--- src/rtl/pipe_stage_buf.sv ---
// Valid/ready pipeline stage register with a two-entry skid buffer, synchronous flush
// and a saturating backpressure counter.
module pipe_stage_buf #(
    parameter int unsigned          PAYLOAD_W  = 32,
    parameter logic [PAYLOAD_W-1:0] CLR_VAL    = '0,
    parameter bit                   BUBBLE_CLR = 1'b1,
    parameter int unsigned          CNT_W      = 16
) (
    input  logic                 clk,
    input  logic                 reset,
    input  logic                 in_valid,
    output logic                 in_ready,
    input  logic [PAYLOAD_W-1:0] in_data,
    input  logic                 flush,
    output logic                 out_valid,
    input  logic                 out_ready,
    output logic [PAYLOAD_W-1:0] out_data,
    output logic [1:0]           occupancy,
    output logic [CNT_W-1:0]     stall_cnt
);

    typedef enum logic [1:0] {
        StEmpty = 2'd0,
        StOne   = 2'd1,
        StFull  = 2'd2
    } state_e;

    localparam logic [CNT_W-1:0] CntMax = '1;

    state_e               state_q;
    logic                 out_valid_q;
    logic                 in_ready_q;
    logic [PAYLOAD_W-1:0] main_q;
    logic [PAYLOAD_W-1:0] skid_q;
    logic [CNT_W-1:0]     cnt_q;

    logic acc;
    logic pop;
    logic stall;

    assign acc   = in_valid & in_ready_q;
    assign pop   = out_valid_q & out_ready;
    assign stall = out_valid_q & ~out_ready;

    // Handshake flags are kept as their own flops so no output is decoded from state.
    always_ff @(posedge clk or negedge reset) begin
        if (!reset) begin
            state_q     <= StEmpty;
            out_valid_q <= 1'b0;
            in_ready_q  <= 1'b1;
            main_q      <= CLR_VAL;
            skid_q      <= CLR_VAL;
            cnt_q       <= '0;
        end else begin
            if (stall && (cnt_q != CntMax)) begin
                cnt_q <= cnt_q + CNT_W'(1);
            end

            if (flush) begin
                // A coincident acc is dropped; a coincident pop has already completed downstream.
                state_q     <= StEmpty;
                out_valid_q <= 1'b0;
                in_ready_q  <= 1'b1;
                if (BUBBLE_CLR) begin
                    main_q <= CLR_VAL;
                    skid_q <= CLR_VAL;
                end
            end else begin
                case (state_q)
                    StEmpty: begin
                        if (acc) begin
                            main_q      <= in_data;
                            state_q     <= StOne;
                            out_valid_q <= 1'b1;
                        end
                    end
                    StOne: begin
                        if (acc && pop) begin
                            main_q <= in_data;
                        end else if (acc) begin
                            skid_q     <= in_data;
                            state_q    <= StFull;
                            in_ready_q <= 1'b0;
                        end else if (pop) begin
                            state_q     <= StEmpty;
                            out_valid_q <= 1'b0;
                        end
                    end
                    StFull: begin
                        if (pop) begin
                            main_q     <= skid_q;
                            state_q    <= StOne;
                            in_ready_q <= 1'b1;
                        end
                    end
                    default: begin
                        state_q     <= StEmpty;
                        out_valid_q <= 1'b0;
                        in_ready_q  <= 1'b1;
                    end
                endcase
            end
        end
    end

    assign in_ready  = in_ready_q;
    assign out_valid = out_valid_q;
    assign out_data  = main_q;
    assign occupancy = state_q;
    assign stall_cnt = cnt_q;

endmodule

--- config.mk ---
export PLATFORM = sky130hd
export DESIGN_NAME = pipe_stage_buf
export DESIGN_NICKNAME = d
export VERILOG_FILES = /design/src/rtl/pipe_stage_buf.sv
export SDC_FILE = /design/constraint.sdc
export NUM_CORES = 1
export LEC_CHECK = 0
export CAP_MARGIN = 20
export CORE_MARGIN = 1.5
export CORE_UTILIZATION = 26
export CTS_CLUSTER_SIZE = 8
export DETAILED_ROUTE_END_ITERATION = 10
export SYNTH_ARGS = -nofsm -noshare
export SYNTH_HDL_FRONTEND = slang
export SYNTH_SLANG_ARGS = --single-unit
export TNS_END_PERCENT = 20
--- constraint.sdc ---
create_clock -name clk -period 5.21 [get_ports clk]
set_clock_uncertainty 0.1 [all_clocks]
set_input_delay 1.563 -clock clk [delete_from_list [all_inputs] [get_ports clk]]
set_output_delay 1.563 -clock clk [all_outputs]
set_load 0.05 [all_outputs]
==> results.toml <==
[clocking]
clockBufferDepth = 2
path_clk_slew_ns = 0.06
postCtsSetupBuffers = 0
cts_root_buf = "clkbuf_16"
cts-resized-gates = 0
insertion_delay_ns = 0.35
cts_inserted_buffers = 9
postCtsHoldBufs = 0
cts.sinks = 84
cts_tree = "done"
htreeDepth = 3

[global_routing]
grt_remaining_overflow = 0
antenna_found_initial = 0
grt_pass1_vias = 3234
grt_pass1_wl_um = 16260
grt_start_max_net_pins = 85
grtUsageTotal = 0.1297

[setup_path]
worstSetupEndpointType = "flop"
arrival_ns = 3.62
start_kind = "input port"
cp_max_fo = 36
crit_type = "input port to flop"
critical_path_required_ns = 5.36

[timing]
fin_crit_sh = 0.6645
max_slew.worst_pin.slew_ns = 0.9482
fmax_mhz = 288.8
min_period_ns = 3.462
setup_viol_count_final = 0
slew_violations = 0
rsz0062_at_grt = "false"
hold_viol_final = 0
slew_headroom = 0.3664
tns_ns = 0

[logic_synthesis]
ys_seq_area_frac = 0.5242
ys_ff_latch = 84
synth.net_count = 421
synth-edff-count = 0
synthCells = 379
ys_warn_count = 0
ys_async_sr_fraction = 1.000
synth_ff_type = "dfrtp_1"
synth_cell_types = 34
synth_area_um2 = 4013
syn_avg_cell_area_um2 = 10.59

[floorplanning]
die_y_um = 127.2
core_area_um2 = 15150
fp.dieW_um = 127.2
rows = 45
die_area_um2 = 16190
io_pins = 89
start_util = 0.2649

[finish]
drive_gt1_frac = 0.1226
final_cell_mix = "clkdlybuf4s50_1, dfrtp_1, nand2_1"
fin_cells = 653
num_antenna_cells = 0
final_common_cell = "clkdlybuf4s50_1"
post-route-util = 0.3542
nets = 502
areaGrowthSynthToFinish_pct = 33.71

[power]
power.density_nw_per_um2 = 537.9
totalPowerFinal_mw = 2.886
ir_worst_vdd_mv = 0.2904
p_leak_nw = 2.080

[worst_hold_path]
hp-class = "flop to flop"

[placed_design]
dp.cells = 635
port_buffers = 88
routabilityCongestion = 0.7126
place.detailed.hpwl_um = 6313

[route]
via_per_inst = 4.743
wl_um = 9908
drt_first_pass_iters = 4
wl_per_cell_um = 15.17
final_antenna_net_count = 0
drc = 0
vias = 3097
drt_iter0_drc = 151

[outcome]
status = "complete, no violations"

[run]
cap_viol_max_count = 0
[flip-flops by register name (all words and copies together), names as in the netlist]
signal,cells
out_data,32
skid_q,32
stall_cnt,16
occupancy,2
in_ready,1
out_valid,1
[final cells by class]
class | count | area, um2
fill | 1514 | 9781
sequential | 84 | 2103
multi-input combinational | 268 | 1788
timing repair buffer | 95 | 945.9
tap | 188 | 235.2
clock buffer | 11 | 232.7
clock inverter | 5 | 52.55
inverter | 2 | 7.507
[final timing paths]
| kind | end | cells after the start | startpoint | slack, ns |
|---|---|---|---|---|
| worst max-delay path | out_data[3]$_DFFE_PN0P_ | 6 | out_ready | 1.75 |
| worst min-delay path | stall_cnt[7]$_DFFE_PN0P_ | 1 | stall_cnt[7]$_DFFE_PN0P_ | 0.41 |
| worst max register to register | stall_cnt[1]$_DFFE_PN0P_ | 5 | stall_cnt[0]$_DFFE_PN0P_ | 2.80 |
| worst min register to register | stall_cnt[7]$_DFFE_PN0P_ | 1 | stall_cnt[7]$_DFFE_PN0P_ | 0.41 |
| max in group asynchronous | skid_q[13]$_DFFE_PN0P_ | 2 | reset | 3.28 |
| min in group asynchronous | out_data[28]$_DFFE_PN0P_ | 1 | reset | 1.10 |
[Yosys cell counts (2+ instances only)]
| library cell | instances | share of area |
|---|---|---|
| ha_1 | 5 | 0.016 |
| inv_1 | 2 | 0.0019 |
| nand3_1 | 6 | 0.0075 |
| nand4b_1 | 2 | 0.0044 |
| buf_6 | 3 | 0.0084 |
| and3_1 | 3 | 0.0047 |
| and2_1 | 2 | 0.0031 |
| buf_4 | 3 | 0.0056 |
| clkbuf_1 | 19 | 0.018 |
| and4_1 | 3 | 0.0065 |
| xnor2_1 | 13 | 0.028 |
| nand2_1 | 70 | 0.065 |
| a21boi_0 | 2 | 0.0037 |
| a211oi_2 | 28 | 0.087 |
| a21oi_1 | 36 | 0.045 |
| a211oi_1 | 5 | 0.0094 |
| nand4_1 | 8 | 0.012 |
| nor2_1 | 37 | 0.035 |
| mux2i_1 | 33 | 0.082 |
| o21ai_0 | 3 | 0.0037 |
| dfrtp_1 | 83 | 0.52 |
[metal layers]
layer  global-route usage  share of wire
met2               0.2113           0.48
met4              0.07019          0.027
met5                    0              0
met3              0.03476          0.047
met1               0.1568           0.45
[where the power goes]
group	total (mW)	switching, mW	internal (mW)
Sequential	0.917	0.112	0.805
Clock	0.630	0.261	0.369
Combinational	1.34	0.884	0.454
[stage by stage]
step | area, um2 | hold WS (ns) | setup slack, ns
6_report | 5365 | 0.4097 | 1.748
5_1_grt | 5365 | 0.4243 | 1.601
2_1_floorplan | 4013 | 0.4010 | 2.237
4_1_cts | 5330 | 0.4053 | 1.667
3_3_place_gp | 5045 | 0.3855 | 1.358
3_5_place_dp | 5045 | 0.3970 | 1.286
[cell families (layout without fill, tap and decap cells)]
logic type | Yosys count | after routing | synth area share
buffers and inverters | 27 | 113 | 0.03368
flip-flops | 84 | 84 | 0.5242
AND/OR/NAND/NOR | 136 | 136 | 0.1466
AO/OA/AOI/OAI | 79 | 79 | 0.1643
adder cells (fa/ha/maj) | 5 | 5 | 0.01559
XOR/XNOR | 14 | 14 | 0.03056
multiplexers | 34 | 34 | 0.08513
[critical path: stages]
cell and delay [ns]:
clkdlybuf4s50_1 0.61, nand4_1 0.21, a2111oi_4 0.42, buf_4 0.47, nor2_1 0.10, a211oi_2 0.22
No activity file was read; power rests on OpenSTA's default activity.
